File: src/rtl/kernel_conv_engine.sv
// KxK convolution engine: per-tap multiply in stage 1, reduce/shift/clamp in stage 2.
// Valid/ready on both sides; user coefficients loaded through a wrapping write pointer.

module kcv_tap #(
    parameter int ROW       = 0,
    parameter int COL       = 0,
    parameter int DATA_SIZE = 8,
    parameter int COEF_SIZE = 5,
    parameter int CW        = 5
) (
    input  logic [DATA_SIZE-1:0]        i_pix,
    input  logic [2:0]                  i_mode,
    input  logic signed [COEF_SIZE-1:0] i_coef,
    output logic signed [DATA_SIZE+CW:0] o_prod
);
    localparam int PW       = DATA_SIZE + CW + 1;
    localparam bit CTR_TAP  = (ROW == 1) && (COL == 1);
    localparam bit EDGE_TAP = (ROW == 1) != (COL == 1);
    localparam int GW       = (ROW == 1 ? 2 : 1) * (COL == 1 ? 2 : 1);
    localparam int L8W      = CTR_TAP ? 8 : -1;
    localparam int L4W      = CTR_TAP ? 4 : (EDGE_TAP ? -1 : 0);

    logic signed [CW-1:0] w;

    always_comb begin
        w = '0;
        case (i_mode)
            3'd0:    w = CW'(1);
            3'd1:    w = CW'(GW);
            3'd2:    w = CW'(L8W);
            3'd3:    w = CW'(L4W);
            3'd4:    w = CW'(i_coef);
            default: w = '0;
        endcase
    end

    assign o_prod = PW'($signed({1'b0, i_pix})) * PW'(w);
endmodule

module kernel_conv_engine #(
    parameter int KERNEL_SIZE = 3,
    parameter int DATA_SIZE   = 8,
    parameter int COEF_SIZE   = 5
) (
    input  logic                                                i_clk,
    input  logic                                                i_rst,
    input  logic [2:0]                                          i_config_select,
    input  logic                                                i_valid,
    input  logic [KERNEL_SIZE-1:0][KERNEL_SIZE-1:0][DATA_SIZE-1:0] i_data,
    output logic                                                o_ready,
    output logic                                                o_valid,
    input  logic                                                i_ready,
    output logic [DATA_SIZE-1:0]                                o_data,
    output logic                                                o_sat,
    input  logic                                                i_coef_wr,
    input  logic signed [COEF_SIZE-1:0]                         i_coef_data,
    input  logic                                                i_coef_clr,
    input  logic [3:0]                                          i_user_shift,
    output logic                                                o_coef_full
);
    localparam int KK    = KERNEL_SIZE * KERNEL_SIZE;
    // Fixed kernels need values up to 8, so taps are at least 5 bits signed.
    localparam int CW    = (COEF_SIZE > 5) ? COEF_SIZE : 5;
    localparam int PW    = DATA_SIZE + CW + 1;
    localparam int ACC_W = DATA_SIZE + CW + $clog2(KK) + 2;
    localparam int PTR_W = $clog2(KK);
    localparam int CTR   = KERNEL_SIZE / 2;
    localparam logic signed [ACC_W-1:0] MAX_PIX = {{(ACC_W-DATA_SIZE){1'b0}}, {DATA_SIZE{1'b1}}};

    logic                        s1_valid_q, s1_valid_d;
    logic signed [PW-1:0]        prod_q [KK];
    logic signed [PW-1:0]        prod_d [KK];
    logic signed [PW-1:0]        prod_w [KK];
    logic [3:0]                  shift_q, shift_d;
    logic                        bypass_q, bypass_d;
    logic [DATA_SIZE-1:0]        centre_q, centre_d;
    logic                        o_valid_q, o_valid_d;
    logic [DATA_SIZE-1:0]        o_data_q, o_data_d;
    logic                        o_sat_q, o_sat_d;
    logic signed [COEF_SIZE-1:0] coef_q [KK];
    logic signed [COEF_SIZE-1:0] coef_d [KK];
    logic [PTR_W-1:0]            ptr_q, ptr_d;
    logic                        full_q, full_d;

    logic                        en, s1_load, accept;
    logic [2:0]                  mode_in;
    logic [3:0]                  shift_in;
    logic                        bypass_in;
    logic signed [ACC_W-1:0]     sum, shifted;
    logic [DATA_SIZE-1:0]        res_data;
    logic                        res_sat;

    assign en      = i_ready || !o_valid_q;
    assign s1_load = !s1_valid_q || en;
    assign accept  = i_valid && s1_load;
    assign o_ready = s1_load;
    assign o_valid = o_valid_q;
    assign o_data  = o_data_q;
    assign o_sat   = o_sat_q;
    assign o_coef_full = full_q;

    // Resolve the mode once at acceptance; the decoded mode and shift travel with the beat.
    always_comb begin
        mode_in   = i_config_select;
        shift_in  = 4'd0;
        bypass_in = 1'b0;
        if (KERNEL_SIZE != 3 && (i_config_select inside {3'd1, 3'd2, 3'd3}))
            mode_in = 3'd0;
        case (mode_in)
            3'd0:       shift_in = 4'd3;
            3'd1:       shift_in = 4'd4;
            3'd2, 3'd3: shift_in = 4'd0;
            3'd4:       shift_in = i_user_shift;
            default:    bypass_in = 1'b1;
        endcase
    end

    // Taps read coef_q, so a same-cycle coefficient write lands after this beat.
    for (genvar r = 0; r < KERNEL_SIZE; r++) begin : g_row
        for (genvar c = 0; c < KERNEL_SIZE; c++) begin : g_col
            kcv_tap #(
                .ROW(r), .COL(c), .DATA_SIZE(DATA_SIZE), .COEF_SIZE(COEF_SIZE), .CW(CW)
            ) u_tap (
                .i_pix (i_data[r][c]),
                .i_mode(mode_in),
                .i_coef(coef_q[r*KERNEL_SIZE+c]),
                .o_prod(prod_w[r*KERNEL_SIZE+c])
            );
        end
    end

    always_comb begin
        sum = '0;
        for (int i = 0; i < KK; i++)
            sum = sum + ACC_W'(prod_q[i]);
        shifted  = sum >>> shift_q;
        res_data = shifted[DATA_SIZE-1:0];
        res_sat  = 1'b0;
        if (bypass_q) begin
            res_data = centre_q;
        end else if (shifted[ACC_W-1]) begin
            res_data = '0;
            res_sat  = 1'b1;
        end else if (shifted > MAX_PIX) begin
            res_data = '1;
            res_sat  = 1'b1;
        end
    end

    always_comb begin
        s1_valid_d = s1_load ? accept : s1_valid_q;
        shift_d    = accept ? shift_in : shift_q;
        bypass_d   = accept ? bypass_in : bypass_q;
        centre_d   = accept ? i_data[CTR][CTR] : centre_q;
        for (int i = 0; i < KK; i++)
            prod_d[i] = accept ? prod_w[i] : prod_q[i];
        o_valid_d = en ? s1_valid_q : o_valid_q;
        o_data_d  = (en && s1_valid_q) ? res_data : o_data_q;
        o_sat_d   = (en && s1_valid_q) ? res_sat : o_sat_q;
    end

    always_comb begin
        coef_d = coef_q;
        ptr_d  = ptr_q;
        full_d = full_q;
        if (i_coef_clr) begin
            ptr_d  = '0;
            full_d = 1'b0;
        end else if (i_coef_wr) begin
            coef_d[ptr_q] = i_coef_data;
            ptr_d = (ptr_q == PTR_W'(KK-1)) ? '0 : ptr_q + 1'b1;
            if (ptr_q == PTR_W'(KK-1))
                full_d = 1'b1;
        end
    end

    always_ff @(posedge i_clk) begin
        if (i_rst) begin
            s1_valid_q <= 1'b0;
            o_valid_q  <= 1'b0;
            o_data_q   <= '0;
            o_sat_q    <= 1'b0;
            ptr_q      <= '0;
            full_q     <= 1'b0;
            for (int i = 0; i < KK; i++)
                coef_q[i] <= '0;
        end else begin
            s1_valid_q <= s1_valid_d;
            o_valid_q  <= o_valid_d;
            o_data_q   <= o_data_d;
            o_sat_q    <= o_sat_d;
            ptr_q      <= ptr_d;
            full_q     <= full_d;
            coef_q     <= coef_d;
        end
    end

    // Stage-1 payload is qualified by s1_valid_q and needs no reset.
    always_ff @(posedge i_clk) begin
        prod_q   <= prod_d;
        shift_q  <= shift_d;
        bypass_q <= bypass_d;
        centre_q <= centre_d;
    end
endmodule

File: config.mk
export PLATFORM = sky130hd
export DESIGN_NAME = kernel_conv_engine
export DESIGN_NICKNAME = d
export VERILOG_FILES = /design/src/rtl/kernel_conv_engine.sv
export SDC_FILE = /design/constraint.sdc
export NUM_CORES = 1
export LEC_CHECK = 0
export CELL_PAD_IN_SITES_DETAIL_PLACEMENT = 0
export CELL_PAD_IN_SITES_GLOBAL_PLACEMENT = 2
export CORE_UTILIZATION = 44
export DETAILED_ROUTE_END_ITERATION = 8
export PLACE_DENSITY_LB_ADDON = 0.1
export SLEW_MARGIN = 40
export SYNTH_ARGS = -nofsm -noshare
export SYNTH_HDL_FRONTEND = slang
export SYNTH_HIERARCHICAL = 1
export SYNTH_SLANG_ARGS = --single-unit
File: constraint.sdc
create_clock -name i_clk -period 13.73 [get_ports i_clk]
set_clock_uncertainty 0.1 [all_clocks]
set_input_delay 2.0595 -clock i_clk [delete_from_list [all_inputs] [get_ports i_clk]]
set_output_delay 2.0595 -clock i_clk [all_outputs]
set_load 0.01 [all_outputs]
==> results of run 1 <==
-- cells in the mapped netlist, drive strengths merged, types with 7 or more instances --
master and n:
a31oi 21, dfxtp 61, nand3 95, o211ai 17, nor2 135, nand2 202, o2111ai 14, or3 8
and3 21, xnor2 63, mux2i 14, a211oi 16, edfxtp 139, o21ai 43, inv 474, a21boi 7
clkbuf 36, nor2b 44, xor2 34, nor3 16, fa 272, buf 12, nand2b 26, o21a 7
or2 32, a21o 27, and2 195, a21oi 147, ha 275
-- cell usage in the layout, fill, tap and decap left out, drive strengths merged, types with 5 or more instances in the layout --
master	instances
nand2	202
buf	15
a31oi	21
or3	8
nor2b	44
o221ai	5
inv	479
xor2	34
and2b	5
o31ai	5
o211ai	17
edfxtp	139
nand2b	26
clkdlybuf4s50	97
a21o	27
nor2	135
and2	195
clkinv	7
xnor2	63
and3	21
ha	275
o2111ai	14
o21bai	6
a21oi	147
dfxtp	61
o21a	7
fa	272
a2111oi	6
mux2	5
a21boi	7
a211oi	16
clkbuf	19
or2	32
mux2i	14
a221oi	5
nor3	16
o21ai	43
a311oi	5
nand3	95
-- how the worst max path moves through the flow --
stage / startpoint / end / slack [ns]
after floorplan: i_ready / bypass_q$_DFFE_PP_ / 7.64
after global placement: i_config_select[1] / prod_q[27]$_DFFE_PP_ / 6.63
after detailed placement: i_config_select[1] / prod_q[27]$_DFFE_PP_ / 6.52
after CTS: i_config_select[1] / prod_q[27]$_DFFE_PP_ / 7.02
after global routing: i_config_select[1] / prod_q[27]$_DFFE_PP_ / 6.67
final: i_config_select[1] / prod_q[27]$_DFFE_PP_ / 7.01
-- registers in the layout, summed over array words and instances (netlist names) --
| signal | count |
|---|---|
| bypass_q | 1 |
| centre_q | 8 |
| coef_q | 45 |
| o_coef_full | 1 |
| o_data | 8 |
| o_sat | 1 |
| o_valid | 1 |
| prod_q | 126 |
| ptr_q | 4 |
| s1_valid_q | 1 |
| shift_q | 4 |
-- stage by stage --
step	hold slack (ns)	std cells	util [%]	instance area (sq um)	setup slack (ns)
after floorplan	0.332	2545	-	24200	7.64
after global placement	0.345	3303	48.0	25900	6.63
after detailed placement	0.350	3304	48.0	26000	6.52
after CTS	0.360	3336	49.1	26500	7.02
after global routing	0.379	3338	49.1	26500	6.67
final	0.360	3340	49.1	26600	7.01
-- worst max-delay path: stages --
cell             delay (ns)
clkdlybuf4s50_1        0.46
buf_4                  0.37
nor2_1                 0.18
o21ai_0                0.61
nand2_1                0.18
fa_1                   0.58
fa_1                   0.44
fa_1                   0.56
fa_1                   0.47
nor2b_1                0.12
o21ai_0                0.11
o22ai_1                0.34
o221a_2                0.27
xor2_1                 0.06
-- cells by family after synthesis --
group | Yosys count | share of synthesized area, %
DFF | 200 | 22.3
and+or+nand+nor | 792 | 16.9
buffers and inverters | 522 | 8.28
AOI/OAI and AO/OA | 365 | 11.1
adders and majority gates | 547 | 36.7
muxes | 22 | 1.11
xor gates and xnor gates | 97 | 3.51
-- cell type report --
| class | instances | area [sq um] | area share (%) |
|---|---|---|---|
| timing repair buffer | 112 | 1090 | 4.12 |
| clock inverter | 13 | 133 | 0.499 |
| multi-input combinational | 1823 | 16800 | 63.3 |
| tap | 696 | 871 | 3.28 |
| antenna | 3 | 7.51 | 0.0283 |
| inverter | 474 | 1780 | 6.70 |
| sequential | 200 | 5400 | 20.3 |
| clock buffer | 19 | 454 | 1.71 |
-- metal layers --
metal | routed length, um | vias up
li1 | - | 8497
met1 | 27400 | 8460
met2 | 28900 | 292
met3 | 2390 | 45
met4 | 836 | 2
met5 | 9 | -
==> summary.md, run 1 <==
| Metric | Value |
|---|---|
| Clock transition at path regs | around 0.080 ns |
| DRC viols | 0 |
| Final Hold Viols | 0 |
| Vias per cell | just over 5 |
| Layout filler cell count | between 5,000 and 6,000 |
| Die Span X | about 240 um |
| Worst R2R Setup Slack | 7.27 ns |
| Max_cap viols | 0 |
| Period utilisation layout | about half |
| GR Util met2 | roughly two fifths |
| Gr ovfl total | 0 |
| Htree depth | 4 |
| CTS Hold Bufs | 0 |
| First-pass GRT wire length | around 97 mm |
| Post-DP HPWL | about 50 mm |
| Critical Path Source Type | primary input |
| Row count | between 80 and 90 |
| Hold path depth | 2 |
| Drt wl/cell | 17.8 um |
| CTS Root Cell | clkbuf_16 |
| Setup TNS | 0 ns |
| IO buf count | between 100 and 150 |
| Post-CTS setup buffers | 0 |
| CTS resizes | 0 |
| Total clock buffers created by CTS | 17 |
| Clk_lat worst skew | 0.46 ns |
| Number of global-route vias before repair | 18,000 |
| DIE AREA | around 56,000 sq um |
| GRT Overall Usage | 22.2% |
| Syn Area/Cell | 9.51 sq um |
| FMAX | between 0.1 and 0.15 GHz |
| Async SR Flop Fraction | 0% |
| Top Usage Layer GRT | met2 |
| Register area share after synthesis | between 20 and 25% |
| HP Class | flop to flop |
| Post-Synthesis Net Count | 3,182 |
| Gpl congestion | between 0.8 and 0.9 |
| Post-Syn Area | roughly 24,000 sq um |
| CP endpoint kind | flop |
| Die Y-Extent | roughly 240 um |
| Worst r2r src | prod_q[99]$_DFFE_PP_ |
| NumNets Final | 3,265 |
| Crit path arrival time | about 6.8 ns |
| WS Path Type | primary input to flop |
| Met1 Usage GRT | between 20% and 30% |
| Hold Path Sink | coef_q[23]$_SDFFE_PP0P_ |
| Initial DRC Count | just over 900 |
| Post-synth EDFFs | roughly 140 |
| Status | finished, final reports clean |
| Initial antenna violation count | 3 |
| CTS Buffer Depth | 2 |
| Starting Density | 44.8% |
| FF-to-FF End | o_data[2]$_SDFFE_PP0P_ |
| R2r worst-path depth | 19 |
| Syn Inst Count | 2,545 |
| Clock net sink count | 200 |
| Slew @ Worst Pin | 0.863 ns |
| Period minus WS final | roughly 6.7 ns |
| Drt total wl | ~59 mm |
| Share of cells above drive strength 1 | between 6 and 7% |
| CTS tree | yes |
| Yosys cell types | 97 |
| Antenna viol nets, final | 0 |
| Setup Viol. Count Final | 0 |
| Core area | 54,000 sq um |
| Most used DFF post-synth | edfxtp_1 |
| Worst endpoint required time | 13.84 ns |
| RSZ-0062 raised after global routing | no |
| Max Transition Viols Final | 0 |
| Relative slew slack | between 40% and 50% |
| YS warnings | 6 |
| GR Layer Usage met3 | ~2.8% |
| Detailed Routing Iterations Pass 1 | 7 |
| CP Max Fanout | 27 |
| Pin count of the biggest net entering global routing | 81 |
| Area leader, netlist | fa_1 |
| Vias | 17,300 |
| Ranking of synthesized cells by area | fa_1 (23%), edfxtp_1 (17%), ha_1 (14%), inv_1 (7.4%), dfxtp_1 (5.0%) |
| Synth Register Bits | 200 |
| Io pins | between 100 and 150 |
| Hold_sp | coef_q[23]$_SDFFE_PP0P_ |
| Area growth syn-to-layout | 9.76% |
| Synth top area share | between 20% and 30% |
Power of run 1 is left out: the tool's default activity adds up to more than one toggle a clock period on the data nets, which glitch-free logic cannot reach.
==> run 2: changes to the inputs <==
Settings changed: CORE_UTILIZATION 44 to 41.
Clock period 13.73 ns to 6.2 ns, I/O delays scaled along.
==> summary.md, run 2 (synthesis results as in run 1) <==
| Metric | Value |
|---|---|
| Status | finished, final reports clean |
| Setup Viol. Count Final | 0 (unchanged) |
| Htree depth | 4 (unchanged) |
| Non-Filler Instances | 3,428 (+2.6%) |
| CTS Buffer Depth | 2 (unchanged) |
| Initial antenna violation count | 5 (+2) |
| Max FFs per register | 126 (unchanged) |
| R2r worst-path depth | 20 (+1) |
| Detailed Routing Iterations Pass 1 | 7 (unchanged) |
| CTS Root Cell | clkbuf_16 |
| Worst endpoint required time | 6.24 ns (-7.60 ns) |
| FF-to-FF End | o_data[4]$_SDFFE_PP0P_ |
| Placed inst area | 26,200 sq um (+1.0%) |
| Crit. Startpoint | i_config_select[2] |
| DIE AREA | 60,000 sq um (+7.3%) |
| Io pins | 102 (unchanged) |
| Share of cells above drive strength 1 | 7.36% (+0.77 points) |
| Area growth syn-to-layout | 10.9% |
| CP endpoint kind | flop |
| IO buf count | 101 (unchanged) |
| Die Y-Extent | 245 um (+3.6%) |
| Clock transition at path regs | 0.08 ns (about the same) |
| Hold Path Sink | coef_q[25]$_SDFFE_PP0P_ |
| HP Class | flop to flop |
| Pin count of the biggest net entering global routing | 85 (+4.9%) |
| DRC viols | 0 (unchanged) |
| Post-DP HPWL | 52.1 mm (+6.5%) |
| Clock net sink count | 200 (unchanged) |
| Worst R2R Setup Slack | 0.30 ns (-6.97 ns) |
| CP Max Fanout | 20 (-26%) |
| Antenna viol nets, final | 0 (unchanged) |
| Clk_lat worst skew | 0.46 ns (about the same) |
| Period utilisation layout | a little over nine tenths |
| Number of global-route vias before repair | 17,900 (-0.49%) |
| Core area | 58,000 sq um (+7.4%) |
| GRT Overall Usage | 21.7% (-0.46 points) |
| Final instance area | 26,800 sq um (+1.1%) |
| First-pass GRT wire length | 100 mm (+3.3%) |
| RSZ-0062 raised after global routing | no |
| Relative slew slack | 38.1% (-4.2 points) |
| Vias | 17,500 (+1.2%) |
| Top reg by flops | prod_q |
| CTS Hold Bufs | 0 (unchanged) |
| Crit path arrival time | 5.96 ns (-0.87 ns) |
| Placed Cells | 3,395 (+2.8%) |
| Largest regs | prod_q x126, coef_q x45 |
| Commonest cells after routing, fill and taps aside | inv_1 (474), ha_1 (275), fa_1 (272) |
| Critical Path Source Type | primary input |
| Gpl congestion | 0.859 (-2.1%) |
| Vias per cell | 5.11 (-1.4%) |
| Worst r2r src | prod_q[86]$_DFFE_PP_ |
| Initial DRC Count | 920 (+1.7%) |
| Gr ovfl total | 0 (unchanged) |
| FMAX | between 0.15 and 0.2 GHz |
| Starting Density | 41.7% (-3.1 points) |
| Max Transition Viols Final | 0 (unchanged) |
| Slew @ Worst Pin | 0.925 ns (+0.0624 ns) |
| Hold path depth | 2 (unchanged) |
| NumNets Final | 3,286 (+0.64%) |
| Max_cap viols | 0 (unchanged) |
| Drt wl/cell | 18.4 um (+3.5%) |
| Most common cell after layout, fill and taps aside | inv_1 |
| WS Path Type | primary input to flop |
| Die Span X | 245 um (+3.6%) |
| Hold_sp | coef_q[25]$_SDFFE_PP0P_ |
| CTS tree | yes |
| Period minus WS final | ~6 ns |
| Drt total wl | 63.2 mm (+6.2%) |
| Final Hold Viols | 0 (unchanged) |
| Row count | 88 (+3.5%) |
| Total clock buffers created by CTS | 17 (unchanged) |
| Setup TNS | 0 ns (unchanged) |
==> run 2: worst max path at each step <==
stage                              to  slack, ns  depth (start not counted)
2_1_floorplan  o_data[2]$_SDFFE_PP0P_       0.63                         19
3_3_place_gp     prod_q[97]$_DFFE_PP_      -0.16                         17
3_5_place_dp     prod_q[97]$_DFFE_PP_      -0.13                         17
4_1_cts        o_data[4]$_SDFFE_PP0P_       0.20                         20
5_1_grt        o_data[2]$_SDFFE_PP0P_       0.01                         20
6_report         prod_q[97]$_DFFE_PP_       0.27                         17
==> run 2: per-stage QoR <==
stage / utilization (%) / setup WS, ns / hold WS (ns)
final: 46.3 / 0.274 / 0.359
after global routing: 46.2 / 0.00952 / 0.381
after CTS: 46.2 / 0.200 / 0.356
after detailed placement: 45.2 / -0.128 / 0.345
after global placement: 45.1 / -0.157 / 0.344
after floorplan: - / 0.632 / 0.332
==> run 2: cell type report <==
type                    instances  area [sq um]
multi-input cells            1823         16800
clock inverters                10          98.8
diodes                          1          2.50
well taps                     765           957
repair buffers                133          1270
flip-flops and latches        200          5400
inverters                     474          1780
fillers                      5531         31200
clock buffers                  22           495
==> run 2: per-layer routing <==
metal,global-route usage [%],part of all wire [%]
met1,30.5,48
met2,35.7,47
met3,2.44,3.3
met4,5.04,1.6
met5,0,0.036
==> run 2: timing repair <==
item | CTS | global route
setup buffers | 0 | 0
endpoints found under the setup margin | 0 | 9
resized for setup | 0 | 6
==> run 2: critical path, stage by stage <==
cell and delay [ns]:
buf_2 0.41, buf_4 0.37, and2b_2 0.22, nand2_1 0.06, a21o_1 0.30, or2_1 0.28, fa_1 0.54, inv_1 0.05
fa_1 0.52, inv_1 0.06, fa_1 0.54, inv_1 0.05, ha_1 0.40, nand3_1 0.12, o211ai_2 0.28, o221ai_2 0.15
xnor2_1 0.67
Power of run 2 is left out for the same reason.
==> run 3: changes to the inputs <==
Settings changed: CORE_MARGIN from default to 3.
==> summary.md, run 3 (synthesis results as in run 1) <==
| Metric | Value |
|---|---|
| Setup TNS | 0 ns (unchanged) |
| CTS Root Cell | clkbuf_16 |
| Worst endpoint required time | 6.45 ns (+0.21 ns) |
| Final Hold Viols | 0 (unchanged) |
| GRT Overall Usage | 20.4% (-1.3 points) |
| FMAX | 0.171 GHz (+1.4%) |
| Initial antenna violation count | 3 (-2) |
| DRC viols | 0 (unchanged) |
| Antenna viol nets, final | 0 (unchanged) |
| CTS Hold Bufs | 0 (unchanged) |
| Placed Cells | 3,393 (-0.059%) |
| GR Layer Usage met3 | 2.50% (+0.057 points) |
| Setup Viol. Count Final | 0 (unchanged) |
| Crit. Startpoint | prod_q[86]$_DFFE_PP_ |
| CP endpoint kind | flop |
| DIE AREA | 62,000 sq um (+3.3%) |
| Status | finished, final reports clean |
| CTS Buffer Depth | 2 (unchanged) |
| Critical Path Source Type | flop |
| Die Span X | 249 um (+1.6%) |
| Io pins | 102 (unchanged) |
| CP Max Fanout | 8 (-60%) |
| Final instance area | 26,800 sq um (about the same) |
| Die Y-Extent | 249 um (+1.6%) |
| Hold_sp | coef_q[15]$_SDFFE_PP0P_ |
| Share of cells above drive strength 1 | 7.33% (-0.035 points) |
| Clock net sink count | 200 (unchanged) |
| Clock transition at path regs | 0.08 ns (about the same) |
| Gr ovfl total | 0 (unchanged) |
| Worst r2r src | prod_q[86]$_DFFE_PP_ |
| Post-CTS setup buffers | 0 (unchanged) |
| GR Util met2 | 33.6% (-2.1 points) |
| Total clock buffers created by CTS | 17 (unchanged) |
| Hold WS | 0.355 ns (-0.00423 ns) |
| HP Class | flop to flop |
| Vias | 17,500 (-0.29%) |
| Clk_lat worst skew | 0.45 ns (about the same) |
| Core area | 58,000 sq um (unchanged) |
| Period utilisation layout | 94.3% (-1.3 points) |
| Pin count of the biggest net entering global routing | 88 (+3.5%) |
| Number of global-route vias before repair | 17,900 (-0.089%) |
| Period minus WS final | 5.85 ns (-0.0802 ns) |
| Area growth syn-to-layout | 10.9% (about the same) |
| Max_cap viols | 0 (unchanged) |
| Starting Density | 41.7% (unchanged) |
| Crit path arrival time | 6.10 ns (+0.14 ns) |
| Detailed Routing Iterations Pass 1 | 5 (-2) |
| Top Usage Layer GRT | met2 |
| CTS tree | yes |
| Post-DP HPWL | 51.5 mm (-1.2%) |
| Commonest cells after routing, fill and taps aside | inv_1 (474), ha_1 (275), fa_1 (272) |
| First-pass GRT wire length | 101 mm (+0.47%) |
| IO buf count | 101 (unchanged) |
| Relative slew slack | 42.6% (+4.5 points) |
| Htree depth | 4 (unchanged) |
| Max FFs per register | 126 (unchanged) |
| Non-Filler Instances | 3,427 (-0.029%) |
| Gpl congestion | 0.847 (-1.4%) |
| Met1 Usage GRT | 29.0% (-1.4 points) |
| Initial DRC Count | 849 (-7.7%) |
| Placed inst area | 26,200 sq um (about the same) |
| Most common cell after layout, fill and taps aside | inv_1 |
| NumNets Final | 3,285 (-0.030%) |
| WS Path Type | flop to flop |
| CTS resizes | 0 (unchanged) |
| Row count | 88 (unchanged) |
| RSZ-0062 raised after global routing | no |
| Drt wl/cell | 18.1 um (-1.8%) |
| Drt total wl | 62.0 mm (-1.8%) |
| Top reg by flops | prod_q |
| Max Transition Viols Final | 0 (unchanged) |
| Largest regs | prod_q x126, coef_q x45 |
| Slew @ Worst Pin | 0.858 ns (-0.0667 ns) |
| Vias per cell | 5.09 (-0.26%) |
run 3: worst paths after layout:
path / to / slack, ns / cells after the start
hold / removal: coef_q[15]$_SDFFE_PP0P_ / 0.35 / 2
setup / recovery: o_data[4]$_SDFFE_PP0P_ / 0.35 / 19
hold reg to reg: coef_q[15]$_SDFFE_PP0P_ / 0.35 / 2
setup reg to reg: o_data[4]$_SDFFE_PP0P_ / 0.35 / 19
run 3: area by class of cell:
type	instances	area, sq um
antenna	1	2.50
clock buffer	19	433
clock inverter	13	135
fill	5610	31200
inverter	474	1780
multi-input combinational	1823	16800
sequential	200	5400
tap	765	957
timing repair buffer	132	1290
run 3: metal layers:
layer | vias up | part of all wire, %
met5 | - | 0.027
met4 | 2 | 1.6
met3 | 41 | 3.4
met2 | 253 | 47
met1 | 8640 | 48
li1 | 8524 | -
run 3: through the flow:
stage / utilization [%] / setup WS, ns
finish: 46.3 / 0.354
global route: 46.3 / 0.000524
CTS: 46.2 / 0.119
detailed placement: 45.2 / -0.00402
global placement: 45.2 / 0.0339
floorplan: - / 0.632
run 3: worst max-delay path, stage by stage (launching register included):
cell and delay, ns:
edfxtp_1 0.40, fa_1 0.57, fa_1 0.45, fa_1 0.55, inv_1 0.05, fa_1 0.42, inv_1 0.07, ha_1 0.18
inv_1 0.07, fa_1 0.46, nand2b_1 0.22, a21oi_4 0.19, o21ai_0 0.17, a211o_2 0.40, mux2i_1 0.14, or4_4 0.56
nor4b_4 0.16, o211ai_4 0.24, o21ai_4 0.14, a311oi_2 0.20
Power of run 3 is left out for the same reason.
